`config.mk`:
```
export PLATFORM = sky130hd
export DESIGN_NAME = unpacker32to8
export DESIGN_NICKNAME = d
export VERILOG_FILES = /design/src/rtl/unpacker32to8_pkg.sv /design/src/rtl/unpacker32to8.sv
export SDC_FILE = /design/constraint.sdc
export NUM_CORES = 1
export LEC_CHECK = 0
export ABC_AREA = 1
export BUFFER_PORTS_ARGS = -buffer_cell sky130_fd_sc_hd__buf_2
export CAP_MARGIN = 20
export CELL_PAD_IN_SITES_DETAIL_PLACEMENT = 0
export CELL_PAD_IN_SITES_GLOBAL_PLACEMENT = 1
export CORE_AREA = 8 8 69 101
export DETAILED_ROUTE_END_ITERATION = 8
export DIE_AREA = 0 0 77 109
export GPL_TIMING_DRIVEN = 0
export PLACE_DENSITY_LB_ADDON = 0.1
export SLEW_MARGIN = 20
export SYNTH_ARGS = -nofsm -noshare
export SYNTH_HDL_FRONTEND = slang
export SYNTH_SLANG_ARGS = --single-unit
```
`constraint.sdc`:
```
create_clock -name clk -period 1.15 [get_ports clk]
set_clock_uncertainty 0.05 [all_clocks]
set_input_delay 0.1725 -clock clk [delete_from_list [all_inputs] [get_ports clk]]
set_output_delay 0.1725 -clock clk [all_outputs]
set_load 0.1 [all_outputs]
```
`src/rtl/unpacker32to8_pkg.sv`:
```
// Shared width constants and FSM encoding for the word-to-byte unpacker;
// the capture-side packer uses the same width constants.
package unpacker32to8_pkg;

  localparam int DATA_LEN_DEF = 32;
  localparam int LVDS_LEN_DEF = 8;
  localparam int BYTES        = DATA_LEN_DEF / LVDS_LEN_DEF;
  localparam int IDX_W        = (BYTES > 1) ? $clog2(BYTES) : 1;

  typedef enum logic [1:0] {
    IDLE = 2'd0,
    LOAD = 2'd1,
    SEND = 2'd2
  } state_t;

endpackage

```
`src/rtl/unpacker32to8.sv`:
```
// Pops DATA_LEN-bit words from a 1-cycle-latency FIFO and streams them out as
// LVDS_LEN-bit bytes over valid/ready. Define UNPACK_MSB_FIRST_EN for MSB-first order.
module unpacker32to8
  import unpacker32to8_pkg::*;
#(
  parameter int DATA_LEN = DATA_LEN_DEF,
  parameter int LVDS_LEN = LVDS_LEN_DEF
) (
  input  logic                clk,
  input  logic                rst_n,
  input  logic                fifo_empty_i,
  output logic                fifo_rd_en_o,
  input  logic [DATA_LEN-1:0] fifo_data_i,
  output logic                valid_o,
  input  logic                ready_i,
  output logic [LVDS_LEN-1:0] data_o,
  output logic                last_o,
  output logic                busy_o
);

  localparam int N_BYTES = DATA_LEN / LVDS_LEN;
  localparam int IW      = (N_BYTES > 1) ? $clog2(N_BYTES) : 1;
  localparam logic [IW-1:0] LAST_IDX = IW'(N_BYTES - 1);

  state_t                             state_q, state_d;
  logic [N_BYTES-1:0][LVDS_LEN-1:0]   word_q, word_d;
  logic [IW-1:0]                      byte_idx_q, byte_idx_d;
  logic                               rd_en_c;
  logic [IW-1:0]                      sel;

  always_ff @(posedge clk or negedge rst_n) begin
    if (!rst_n) begin
      state_q    <= IDLE;
      word_q     <= '0;
      byte_idx_q <= '0;
    end else begin
      state_q    <= state_d;
      word_q     <= word_d;
      byte_idx_q <= byte_idx_d;
    end
  end

  always_comb begin
    state_d    = state_q;
    word_d     = word_q;
    byte_idx_d = byte_idx_q;
    rd_en_c    = 1'b0;
    case (state_q)
      IDLE: begin
        if (!fifo_empty_i) begin
          rd_en_c = 1'b1;
          state_d = LOAD;
        end
      end
      LOAD: begin
        word_d     = fifo_data_i;
        byte_idx_d = '0;
        state_d    = SEND;
      end
      SEND: begin
        if (ready_i) begin
          if (byte_idx_q != LAST_IDX) begin
            byte_idx_d = byte_idx_q + 1'b1;
          end else if (!fifo_empty_i) begin
            // Chain straight into the next word: one LOAD bubble per word.
            rd_en_c = 1'b1;
            state_d = LOAD;
          end else begin
            state_d = IDLE;
          end
        end
      end
      default: state_d = IDLE;
    endcase
  end

`ifdef UNPACK_MSB_FIRST_EN
  assign sel = LAST_IDX - byte_idx_q;
`else
  assign sel = byte_idx_q;
`endif

  // Gate with rst_n so a non-empty FIFO is never popped while reset is held.
  assign fifo_rd_en_o = rd_en_c & rst_n;
  assign valid_o      = (state_q == SEND);
  assign last_o       = (state_q == SEND) && (byte_idx_q == LAST_IDX);
  assign busy_o       = (state_q != IDLE);
  assign data_o       = word_q[sel];

endmodule

```
After elaboration in Yosys (flattened, before gate mapping)

Cells that the tools add are included.

Bits in registers: 36
Latch bits: 0
Bits in writable memories: 0
Bits in read-only memories: 0
Bits of input ports: 36
Output and inout bits: 12
Word-level logic and storage cells: 37
Memories kept: 0

Add/subtract/negate cells: 1
$mul: 0
Divide/modulo/power cells: 0
Magnitude comparators: 1
Equal/unequal tests: 8
Shift operators: 0
Mux-type cells: 14
Bitwise gates (word level): 1
Reductions and logical operators: 6

Operators by type and width:

| operator            | number |
|---|---|
| $bmux 8 s2          | 1 |
| $mux 2              | 5 |
| $mux 8              | 1 |
| $ne 2x2->1 const B  | 3 |
| $pmux 2 s3          | 1 |
| $reduce_and 3->1    | 2 |
| $eq 2x2->1 const B  | 2 |
| $mux 1              | 4 |
| $ne 2x1->1 const B  | 2 |
| $pmux 2 s2          | 1 |
| $reduce_bool 2->1   | 2 |
| $lt 2x3->1 const B  | 1 |
| $add 2x1->2 const B | 1 |
| $eq 2x1->1 const B  | 1 |
| $logic_not 2->1     | 1 |
| $pmux 1 s2          | 1 |
| $and 1x1->1         | 1 |
| $logic_and 1x1->1   | 1 |

Logic depth before layout (Yosys ltp)

Depth in word-level cells: 5
Gate-level depth with buffers: 5
Depth with buffers taken out: 5

Worst setup path before layout

Ideal clock, no wire load.

Path type: register to output
Start point: reg state_q[0]
End point: out last_o
Data arrival time: 2.764 ns
Data required time: 0.928 ns
Slack: -1.836 ns
Cell stages (with the launch flop): 4
Path buffers: 2
Cells stage by stage: dfrtp_1 buf_6 buf_6 nor3_1

Cells in the longest elaborated chain, start to end: 2

RTL lines:

| item                   | line                | source |
|---|---|---|
| start, declared        | unpacker32to8.sv:25 | `state_t state_q, state_d;` |
| start signal, assigned | unpacker32to8.sv:37 | `state_q <= state_d;` |
| $eq 2x2->1             | unpacker32to8.sv:86 | `assign last_o = (state_q == SEND) && (byte_idx_q == LAST_IDX);` |
| $logic_and 1x1->1      | unpacker32to8.sv:86 |  |
| end, declared          | unpacker32to8.sv:17 | `output logic last_o,` |

Every way passes these cells.

Worst setup path in the final report

Start point: reg byte_idx_q[0]
End point: out fifo_rd_en_o

Cells in the longest elaborated chain, start to end: 5

RTL lines:

| item                   | line                | source |
|---|---|---|
| start, declared        | unpacker32to8.sv:27 | `logic [IW-1:0] byte_idx_q, byte_idx_d;` |
| start signal, assigned | unpacker32to8.sv:39 | `byte_idx_q <= byte_idx_d;` |
| $ne 2x2->1             | unpacker32to8.sv:62 | `if (byte_idx_q != LAST_IDX) begin` |
| $mux 1                 | unpacker32to8.sv:62 |  |
| $mux 1                 | unpacker32to8.sv:61 | `if (ready_i) begin` |
| $pmux 1 s2             | unpacker32to8.sv:48 | `case (state_q)` |
| $and 1x1->1            | unpacker32to8.sv:84 | `assign fifo_rd_en_o = rd_en_c & rst_n;` |
| end, declared          | unpacker32to8.sv:12 | `output logic fifo_rd_en_o,` |

Every way passes these cells.

==> results.ini <==
[global_routing]
grtUsageTotal = 0.120
gr-total-overflow = 0
grt_pass1_wl_mm = 8.05
grt_max_degree = 38
antenna_found_initial = 0
grt_pass1_vias = 1604

[placement]
dp_hpwl_mm = 3.60
port_buffers = 47
finalWeightedCongestion = 0.719

[route]
ant_nets = 0
vias = 1610
wl_per_cell_um = 15.1
drc = 0
drtPass1Iterations = 4
drt_wl_total_mm = 5.36
drt_iter0_drc = 49
viasPerCell = 4.54

[yosys]
yosysUniqueCellTypes = 18
ys.warnings.count = 0
syn_area_per_cell_um2 = 8.84
ys_seq_elements = 36
syn_nets = 247
synth_area_leader_cell = dfrtp_1
seq_area_frac_synth = 0.485
syn-instance-count = 210
synth_area_leaders = dfrtp_1, nand2_1, a21oi_2
netlist_area_um2 = 1860
yosys.area.top_type_share = 0.485

[worst_hold_path]
hold_class = input port to async pin

[cells_and_area]
utilization = 0.533
fillers = 553
syn_to_final_growth_pct = 61.1
register_area_um2 = 902
fin_nets = 321
multi_input_area_um2 = 1020
drive_gt1_frac = 0.555
n_antenna_cell = 0

[die]
die_h_um = 109
dieArea_um2 = 8390
io_pins = 48
core_area_um2 = 5620
fp.dieW_um = 77
rows = 34
start_util = 0.331

[clock_network]
htree_levels = 2
clk_path_buf_depth = 2
cts_tree = done
cts.sinks = 36
cts.reportedPaths.clkPinSlew_ns = 0.07
clock-root-buffer = clkbuf_8
numCtsBuffers = 5
clk_latency_ns = 0.29

[outcome]
violations = hold timing, setup timing
status = complete, but fails checks

[critical_path]
required_ns = 0.93
cp.arrival_ns = 1.49
path_max_fanout = 3
worstSetupPathType = flop to primary output
r2r_slack_ns = -0.12
startpoint_type = flop
end_kind = primary output

[sta]
worst_slew_pin_slew_ns = 0.512
final.period_utilization = 1.49
fmax_mhz = 585
finalHoldViolCount = 36
fin_ws_ns = -0.560
setup_viol = 46
min_period_ns = 1.71
whs_ns = -0.175
slew_headroom = 0.659
rsz0062_at_grt = true
slew_viol_final = 0

[job]
drv_cap = 0

## worst max-delay path, stage by stage (launching register included)
cell and delay, ns:
dfrtp_1 0.41, ha_2 0.23, inv_2 0.06, o21ai_2 0.13, nand2_2 0.08, nor2_4 0.11
buf_12 0.18
## registers in the layout (all words and copies together) (netlist names)
signal / count
word_q: 32
byte_idx_q: 2
state_q: 2
## cells by family after synthesis
| logic type | count (synthesis) | synth area share |
|---|---|---|
| buf+inv | 35 | 0.111 |
| simple gates | 104 | 0.251 |
| fa+ha+maj | 1 | 0.00674 |
| compound gates | 34 | 0.146 |
| flops | 36 | 0.485 |
## layout make-up
class / instances / share of cell area
Timing Repair Buffer: 66 / 0.217
Inverter: 23 / 0.0305
Tap cell: 72 / 0.0301
Multi-Input combinational cell: 140 / 0.341
Clock buffer: 6 / 0.0243
Sequential cell: 36 / 0.302
Buffer: 12 / 0.0552
## synth_stat cells, drive strengths merged
| library cell | n |
|---|---|
| nand3 | 20 |
| inv | 23 |
| nor3 | 1 |
| o211ai | 16 |
| a21oi | 16 |
| ha | 1 |
| dfrtp | 36 |
| buf | 12 |
| nand2 | 62 |
| o21ai | 2 |
| or2 | 1 |
| nor2 | 20 |
## path summary, 6_finish.rpt
path	to	start	depth (start not counted)
min in group clk	word_q[9]$_DFFE_PN0N_	fifo_data_i[9]	3
max in group asynchronous	state_q[0]$_DFFE_PN0P_	rst_n	1
max	fifo_rd_en_o	byte_idx_q[0]$_DFFE_PN0P_	6
min reg2reg	word_q[30]$_DFFE_PN0N_	word_q[30]$_DFFE_PN0N_	2
min	word_q[4]$_DFFE_PN0N_	rst_n	1
max reg2reg	word_q[19]$_DFFE_PN0N_	state_q[1]$_DFFE_PN0P_	6
## repair_timing
item                       4_1_cts  5_1_grt
gates resized for setup         58       46
setup endpoints to repair       43       46
hold endpoints to repair        36       36
buffers inserted                 8        6
pin swaps                        9       12
cloned                           1        6
## metrics by stage
step	instances	cell area (um^2)	TNS [ns]	setup WS, ns	hold WS [ns]
finish	355	2990	-8.22	-0.560	-0.175
global placement	329	2290	-5.15	-0.660	0.273
floorplan	210	1960	-2.79	-0.515	-0.173
detailed placement	329	2290	-5.53	-0.681	0.275
global route	355	2990	-10.38	-0.609	-0.127
CTS	344	2640	-7.33	-0.556	-0.0351
## cell usage in the layout, fill, tap and decap left out, drive strengths merged
cell type / instances
o211ai: 16
a21oi: 16
clkbuf: 12
nor2: 20
or2: 1
inv: 23
o21ai: 2
ha: 1
dfrtp: 36
nor3: 1
nand3: 20
buf: 72
nand2: 63
## metal layers
metal,vias to the layer above,share of wire,GRT usage
li1,821,-,-
met1,749,0.40,0.140
met2,34,0.55,0.207
met3,6,0.038,0.0338
met4,0,0.013,0.0447
met5,-,0,0
Power is not shown: default switching activity piles up to over one toggle a cycle in this logic, so the estimate is an artifact.
